File: src/rtl/e203_exu_bjp_rslv_pkg.sv
`default_nettype none
// ============================================================================
// Module  : e203_exu_bjp_rslv_pkg
// Purpose : Shared core widths and sequential-PC step sizes for branch resolve.
// Revision: 1.0 - initial release
// ============================================================================
package e203_exu_bjp_rslv_pkg;
    localparam int E203_PC_SIZE = 32;
    localparam int E203_XLEN    = 32;
    localparam int c_STEP_RV32  = 4;
    localparam int c_STEP_RV16  = 2;
endpackage
`default_nettype wire

File: src/rtl/e203_exu_bjp_rslv_if.sv
`default_nettype none
// ============================================================================
// Module  : e203_exu_bjp_rslv_if
// Purpose : Commit beat and IFU flush request bundle for the branch resolver.
// Revision: 1.0 - initial release
// ============================================================================
interface e203_exu_bjp_rslv_if
    import e203_exu_bjp_rslv_pkg::*;
#(
    parameter int PC_SIZE = E203_PC_SIZE,
    parameter int XLEN    = E203_XLEN
);
    logic               cmt_i_valid;
    logic               cmt_i_ready;
    logic               cmt_i_bjp;
    logic               cmt_i_prdt_taken;
    logic               cmt_i_rslv_taken;
    logic               cmt_i_rv32;
    logic [PC_SIZE-1:0] cmt_i_pc;
    logic [XLEN-1:0]    cmt_i_imm;
    logic               flush_req;
    logic               flush_ack;
    logic [PC_SIZE-1:0] flush_add_op1;
    logic [PC_SIZE-1:0] flush_add_op2;

    modport master (
        output cmt_i_valid, cmt_i_bjp, cmt_i_prdt_taken, cmt_i_rslv_taken,
               cmt_i_rv32, cmt_i_pc, cmt_i_imm, flush_ack,
        input  cmt_i_ready, flush_req, flush_add_op1, flush_add_op2
    );

    modport slave (
        input  cmt_i_valid, cmt_i_bjp, cmt_i_prdt_taken, cmt_i_rslv_taken,
               cmt_i_rv32, cmt_i_pc, cmt_i_imm, flush_ack,
        output cmt_i_ready, flush_req, flush_add_op1, flush_add_op2
    );
endinterface
`default_nettype wire

File: src/rtl/e203_exu_sat_cnt.sv
`default_nettype none
// ============================================================================
// Module  : e203_exu_sat_cnt
// Purpose : Saturating up-counter with a clear that overrides increment.
// Revision: 1.0 - initial release
// ============================================================================
module e203_exu_sat_cnt #(
    parameter int CNT_W = 32
) (
    input  wire logic             clk,
    input  wire logic             rst,
    input  wire logic             inc,
    input  wire logic             clr,
    output logic      [CNT_W-1:0] cnt
);
    logic [CNT_W-1:0] r_cnt;
    logic             w_max;

    assign w_max = &r_cnt;
    assign cnt   = r_cnt;

    always_ff @(posedge clk) begin
        if (rst) begin
            r_cnt <= '0;
        end else if (clr) begin
            r_cnt <= '0;
        end else if (inc && !w_max) begin
            r_cnt <= r_cnt + 1'b1;
        end
    end
endmodule
`default_nettype wire

File: src/rtl/e203_exu_bjp_rslv.sv
`default_nettype none
// ============================================================================
// Module  : e203_exu_bjp_rslv
// Purpose : Flags committed branch mispredicts to the IFU and counts branches.
// Revision: 1.0 - initial release
// ============================================================================
module e203_exu_bjp_rslv
    import e203_exu_bjp_rslv_pkg::*;
#(
    parameter int PC_SIZE = E203_PC_SIZE,
    parameter int XLEN    = E203_XLEN,
    parameter int CNT_W   = 32
) (
    input  wire logic               clk,
    input  wire logic               rst,
    e203_exu_bjp_rslv_if.slave      bus,
    input  wire logic               cnt_clr,
    output logic      [CNT_W-1:0]   cnt_bjp,
    output logic      [CNT_W-1:0]   cnt_mispred
);
    localparam logic [0:0] IDLE = 1'b0;
    localparam logic [0:0] PEND = 1'b1;

    localparam logic [PC_SIZE-1:0] c_OP2_RV32 = PC_SIZE'(c_STEP_RV32);
    localparam logic [PC_SIZE-1:0] c_OP2_RV16 = PC_SIZE'(c_STEP_RV16);

    logic [0:0]         r_state;
    logic [0:0]         w_nxt_state;
    logic               w_acc;
    logic               w_mis;
    logic [XLEN-1:0]    w_imm;
    logic [PC_SIZE-1:0] r_op1;
    logic [PC_SIZE-1:0] r_op2;

    assign w_imm = bus.cmt_i_imm;
    assign w_acc = bus.cmt_i_valid && (r_state == IDLE);
    assign w_mis = w_acc && bus.cmt_i_bjp
                   && (bus.cmt_i_prdt_taken != bus.cmt_i_rslv_taken);

    always_ff @(posedge clk) begin
        if (rst) begin
            r_state <= IDLE;
        end else begin
            r_state <= w_nxt_state;
        end
    end

    always_comb begin
        w_nxt_state = r_state;
        case (r_state)
            IDLE:    if (w_mis) w_nxt_state = PEND;
            PEND:    if (bus.flush_ack) w_nxt_state = IDLE;
            default: w_nxt_state = IDLE;
        endcase
    end

    // Predicted-taken but fell through: redirect to the sequential PC;
    // otherwise the IFU missed a taken branch and needs pc+imm.
    always_ff @(posedge clk) begin
        if (rst) begin
            r_op1 <= '0;
            r_op2 <= '0;
        end else if (w_mis) begin
            r_op1 <= bus.cmt_i_pc;
            if (bus.cmt_i_prdt_taken) begin
                r_op2 <= bus.cmt_i_rv32 ? c_OP2_RV32 : c_OP2_RV16;
            end else begin
                r_op2 <= w_imm[PC_SIZE-1:0];
            end
        end
    end

    assign bus.cmt_i_ready   = (r_state == IDLE);
    assign bus.flush_req     = (r_state == PEND);
    assign bus.flush_add_op1 = r_op1;
    assign bus.flush_add_op2 = r_op2;

    e203_exu_sat_cnt #(.CNT_W(CNT_W)) u_cnt_bjp (
        .clk (clk),
        .rst (rst),
        .inc (w_acc && bus.cmt_i_bjp),
        .clr (cnt_clr),
        .cnt (cnt_bjp)
    );

    e203_exu_sat_cnt #(.CNT_W(CNT_W)) u_cnt_mispred (
        .clk (clk),
        .rst (rst),
        .inc (w_mis),
        .clr (cnt_clr),
        .cnt (cnt_mispred)
    );
endmodule
`default_nettype wire
File: src/flat_wrapper.sv
// flat-port wrapper written by rule: the top's interface ports become plain ports
module e203_exu_bjp_rslv_flat import e203_exu_bjp_rslv_pkg::*;
#(
    parameter int PC_SIZE = E203_PC_SIZE,
    parameter int XLEN    = E203_XLEN,
    parameter int CNT_W   = 32
)
  (clk, rst, cnt_clr, cnt_bjp, cnt_mispred, bus_cmt_i_valid, bus_cmt_i_bjp, bus_cmt_i_prdt_taken, bus_cmt_i_rslv_taken, bus_cmt_i_rv32, bus_cmt_i_pc, bus_cmt_i_imm, bus_flush_ack, bus_cmt_i_ready, bus_flush_req, bus_flush_add_op1, bus_flush_add_op2);
  e203_exu_bjp_rslv_if #(.PC_SIZE(PC_SIZE), .XLEN(XLEN)) bus_i ();
  input  wire logic clk;
  input  wire logic rst;
  input  wire logic cnt_clr;
  output logic      [CNT_W-1:0] cnt_bjp;
  output logic      [CNT_W-1:0] cnt_mispred;
  input wire logic [$bits(bus_i.cmt_i_valid)-1:0] bus_cmt_i_valid;
  input wire logic [$bits(bus_i.cmt_i_bjp)-1:0] bus_cmt_i_bjp;
  input wire logic [$bits(bus_i.cmt_i_prdt_taken)-1:0] bus_cmt_i_prdt_taken;
  input wire logic [$bits(bus_i.cmt_i_rslv_taken)-1:0] bus_cmt_i_rslv_taken;
  input wire logic [$bits(bus_i.cmt_i_rv32)-1:0] bus_cmt_i_rv32;
  input wire logic [$bits(bus_i.cmt_i_pc)-1:0] bus_cmt_i_pc;
  input wire logic [$bits(bus_i.cmt_i_imm)-1:0] bus_cmt_i_imm;
  input wire logic [$bits(bus_i.flush_ack)-1:0] bus_flush_ack;
  output wire logic [$bits(bus_i.cmt_i_ready)-1:0] bus_cmt_i_ready;
  output wire logic [$bits(bus_i.flush_req)-1:0] bus_flush_req;
  output wire logic [$bits(bus_i.flush_add_op1)-1:0] bus_flush_add_op1;
  output wire logic [$bits(bus_i.flush_add_op2)-1:0] bus_flush_add_op2;
  assign bus_i.cmt_i_valid = bus_cmt_i_valid;
  assign bus_i.cmt_i_bjp = bus_cmt_i_bjp;
  assign bus_i.cmt_i_prdt_taken = bus_cmt_i_prdt_taken;
  assign bus_i.cmt_i_rslv_taken = bus_cmt_i_rslv_taken;
  assign bus_i.cmt_i_rv32 = bus_cmt_i_rv32;
  assign bus_i.cmt_i_pc = bus_cmt_i_pc;
  assign bus_i.cmt_i_imm = bus_cmt_i_imm;
  assign bus_i.flush_ack = bus_flush_ack;
  assign bus_cmt_i_ready = bus_i.cmt_i_ready;
  assign bus_flush_req = bus_i.flush_req;
  assign bus_flush_add_op1 = bus_i.flush_add_op1;
  assign bus_flush_add_op2 = bus_i.flush_add_op2;
  e203_exu_bjp_rslv #(.PC_SIZE(PC_SIZE), .XLEN(XLEN), .CNT_W(CNT_W)) u_core (.clk(clk), .rst(rst), .bus(bus_i), .cnt_clr(cnt_clr), .cnt_bjp(cnt_bjp), .cnt_mispred(cnt_mispred));
endmodule
File: config.mk
export PLATFORM = sky130hd
export DESIGN_NAME = e203_exu_bjp_rslv_flat
export DESIGN_NICKNAME = d
export VERILOG_FILES = /design/src/rtl/e203_exu_bjp_rslv_pkg.sv /design/src/rtl/e203_exu_bjp_rslv_if.sv /design/src/rtl/e203_exu_sat_cnt.sv /design/src/rtl/e203_exu_bjp_rslv.sv /design/src/flat_wrapper.sv
export SDC_FILE = /design/constraint.sdc
export NUM_CORES = 1
export LEC_CHECK = 0
export BUFFER_PORTS_ARGS = -buffer_cell sky130_fd_sc_hd__buf_2
export CAP_MARGIN = 20
export CORE_AREA = 2 2 131 133
export DETAILED_ROUTE_END_ITERATION = 7
export DIE_AREA = 0 0 133 135
export HOLD_SLACK_MARGIN = 0.12
export PLACE_DENSITY = 0.68
export SKIP_LAST_GASP = 1
export SLEW_MARGIN = 30
export SYNTH_ARGS = -nofsm -noshare
export SYNTH_HDL_FRONTEND = slang
export SYNTH_HIERARCHICAL = 1
export SYNTH_SLANG_ARGS = --single-unit
File: constraint.sdc
create_clock -name clk -period 2.2 [get_ports clk]
set_input_delay 0.22 -clock clk [delete_from_list [all_inputs] [get_ports clk]]
set_output_delay 0.22 -clock clk [all_outputs]
set_load 0.01 [all_outputs]
==> impl_metrics.env <==
export IMPL_hold_class="input pin to register"
export IMPL_setup_slack_ns=0.108
export IMPL_antenna_found_initial=1
export IMPL_drv_slew=0
export IMPL_ys_async_sr_fraction_pct=0
export IMPL_critPathArrivalTime_ns=2.43
export IMPL_syn_area_per_cell_sq_um=8.90
export IMPL_synth_nets=710
export IMPL_die_area_sq_um=18000
export IMPL_gp_congestion=0.812
export IMPL_crit_type="register to register"
export IMPL_setup_viol=0
export IMPL_synth_edf_count=0
export IMPL_whs_path_depth=3
export IMPL_ant_nets=0
export IMPL_reg2reg_slack_ns=0.11
export IMPL_critPathCaptureType="register"
export IMPL_cts_root_buf="clkbuf_16"
export IMPL_layout_nets=979
export IMPL_cts_buffers=17
export IMPL_drtPass1Iterations=5
export IMPL_finalCriticalPeriod_ns=2.09
export IMPL_min_to="u_core/u_cnt_bjp/cnt[27]$_SDFFE_PP0P_"
export IMPL_fin_tns_setup_ns=0
export IMPL_synth_seq_cells=129
export IMPL_pwr_share_comb_pct=7.7
export IMPL_reg2reg_depth=7
export IMPL_insertion_delay_ns=0.41
export IMPL_io_buffers=202
export IMPL_die_w_um=133
export IMPL_dp_cells=1040
export IMPL_final_cell_mix="202 x buf_2, 129 x dfxtp_1, 84 x a21oi_1"
export IMPL_via_per_inst=5.25
export IMPL_critPathTopFamily="simple AND/OR/NAND/NOR gates"
export IMPL_layout_commonest_cell="buf_2"
export IMPL_met2_usage_pct=31.5
export IMPL_crit_fanout=8
export IMPL_seqPwrFrac_pct=42.1
export IMPL_row_count=47
export IMPL_timing_final_crit_share_pct=95.1
export IMPL_cts_tree="yes"
export IMPL_p_leak_uw=0.00346
export IMPL_clk_pin_slew_worst_paths_ns=0.06
export IMPL_io_pins=203
export IMPL_cts_buffer_depth=2
export IMPL_overflow=0
export IMPL_nFillCells=1546
export IMPL_grt_use_met1_pct=22.3
export IMPL_grtUsageTotal_pct=18.7
export IMPL_worstHoldStart="cnt_clr"
export IMPL_htree_levels=4
export IMPL_drc=0
export IMPL_core_area_sq_um=16400
export IMPL_fin_skew_ns=0.00652
export IMPL_p_int_uw=4390
export IMPL_drive_above_1_share_pct=32.8
export IMPL_p_sw_uw=1310
export IMPL_grt_start_max_net_pins=36
export IMPL_r2r_start="u_core/bus.flush_req$_SDFF_PP0_"
export IMPL_drv_cap=0
export IMPL_cts_sinks=129
export IMPL_crit_required_ns=2.54
export IMPL_place_ws_ns=0.101
export IMPL_critPathSlowestCell="nor4_4"
export IMPL_fin_hold_ws_ns=0.145
export IMPL_yosysSeqAreaShare_pct=45.7
export IMPL_cpPeakStageDelay_ns=0.43
export IMPL_fmax_mhz=478
export IMPL_grt_pass1_wl_mm=27.1
export IMPL_grt_busiest_layer="met2"
export IMPL_start_kind="register"
export IMPL_power_switching_share_pct=22.9
export IMPL_path_cells="nand3b_4, nor2_4, nand4_1, nor4_4, o21ai_2, or3_1, a21oi_1"
export IMPL_drt_iter0_markers=334
export IMPL_syn2layout_area_growth_pct=45.3
export IMPL_syn_inst=635
export IMPL_hpwl_mm=11.5
export IMPL_initial_core_util_pct=34.5
export IMPL_slew_headroom_pct=59.4
export IMPL_power_density_nw_per_um2=693
export IMPL_finalHoldViolations=0
export IMPL_vdd_ir_drop_max_mv=0.497
export IMPL_dieHeight_um=135
export IMPL_clockPowerShare_pct=50.2
export IMPL_ys_warnings_count=6
export IMPL_grt_pass1_vias=5457
export IMPL_finalWirelength_mm=17.6
export IMPL_run_status="finished, final reports clean"
export IMPL_ys_types=51
export IMPL_wire_per_inst_um=15.4
export IMPL_final_cells=1138
export IMPL_tightest_slew_ns=0.609
export IMPL_synth_flop_cell="dfxtp_1"
export IMPL_netlist_area_sq_um=5650
export IMPL_use_met3_pct=4.99
export IMPL_dr_total_vias=5980
export IMPL_reg2reg_to="u_core/u_cnt_mispred/cnt[28]$_SDFFE_PP0P_"
export IMPL_crit_buf_inv=0
[cell usage after synthesis (8+ instances only)]
library cell    n  area share, %
nand3_1        54            4.8
nor2_1         30            2.0
dfxtp_1       129             46
or4_1          12            1.6
clkbuf_1       22            1.5
inv_1          10           0.66
o21ai_0        44            3.9
or3_1          28            3.1
o21ai_1        16            1.4
nand4_1        18            2.0
nor3_1          8           0.71
nand2_1        32            2.1
a22o_1         30            4.6
a21oi_1        85            7.5
buf_2          13            1.2
o31ai_1        12            1.6
[power groups by stage]
stage | sequential [uW] | clock, uW | combinational [uW]
2_1_floorplan | 2460 | 0 | 158
3_3_place_gp | 2440 | 0 | 344
3_5_place_dp | 2440 | 0 | 348
4_1_cts | 2390 | 2930 | 437
5_1_grt | 2400 | 3040 | 475
6_report | 2390 | 2860 | 440
[final cells by class]
cell class	count	area, sq um	share of cell area, %
multi-input combinational	454	2870	35.0
timing repair buffer	291	1840	22.4
antenna	1	2.50	0.0305
tap	220	275	3.35
clock buffer	18	439	5.35
clock inverter	14	164	2.00
inverter	11	41.3	0.503
sequential	129	2580	31.4
[cells by family (layout without fill, tap and decap cells)]
group | Yosys count | count (layout) | synth area share, %
compound gates | 210 | 210 | 22.5
xor+xnor | 6 | 6 | 1.20
fa+ha+maj | 2 | 2 | 0.443
buf+inv | 52 | 334 | 4.34
flops | 129 | 129 | 45.7
mux | 6 | 6 | 1.06
other cells | 0 | 1 | 0
simple gates | 230 | 230 | 24.8
[sequential cells by signal, summed over array words and instances (netlist names)]
signal and flops:
u_core/bus.flush_add_op1 32, u_core/u_cnt_bjp/cnt 32, u_core/u_cnt_mispred/cnt 32, u_core/bus.flush_req 1, u_core/bus.flush_add_op2 32
[repair_timing]
item | in CTS | in global routing
gates resized for setup | 0 | 4
endpoints found under the setup margin | 0 | 8
hold buffers | 63 | 0
hold endpoints to repair | 63 | 0
buffers inserted | 0 | 2
[metrics by stage]
step	utilization [%]	cell area (sq um)	total power (uW)
after floorplan	-	5660	2620
after global placement	42.3	6940	2790
after detailed placement	42.3	6940	2790
after CTS	49.8	8180	5760
after global routing	50.0	8210	5910
final	50.0	8210	5690
[worst min-delay path, stage by stage]
cell     delay [ns]
buf_2          0.12
or3_1          0.11
mux2i_1        0.06
[layer usage]
metal | wire, um | share of wire (%)
met1 | 7330 | 42
met5 | 0 | 0
met2 | 8820 | 50
met4 | 382 | 2.2
met3 | 1050 | 6.0
[worst max-delay path by stage]
stage                               startpoint                                         to  slack, ns  cells after the start
3_5_place_dp   u_core/bus.flush_req$_SDFF_PP0_  u_core/u_cnt_mispred/cnt[20]$_SDFFE_PP0P_       0.10                      8
5_1_grt        u_core/bus.flush_req$_SDFF_PP0_  u_core/u_cnt_mispred/cnt[28]$_SDFFE_PP0P_     -0.002                      7
3_3_place_gp   u_core/bus.flush_req$_SDFF_PP0_  u_core/u_cnt_mispred/cnt[20]$_SDFFE_PP0P_       0.14                      8
6_report       u_core/bus.flush_req$_SDFF_PP0_  u_core/u_cnt_mispred/cnt[28]$_SDFFE_PP0P_       0.11                      7
2_1_floorplan  u_core/bus.flush_req$_SDFF_PP0_      u_core/u_cnt_bjp/cnt[25]$_SDFFE_PP0P_       0.02                      9
4_1_cts        u_core/bus.flush_req$_SDFF_PP0_  u_core/u_cnt_mispred/cnt[20]$_SDFFE_PP0P_       0.07                      8
(Power assumes the default switching activity.)
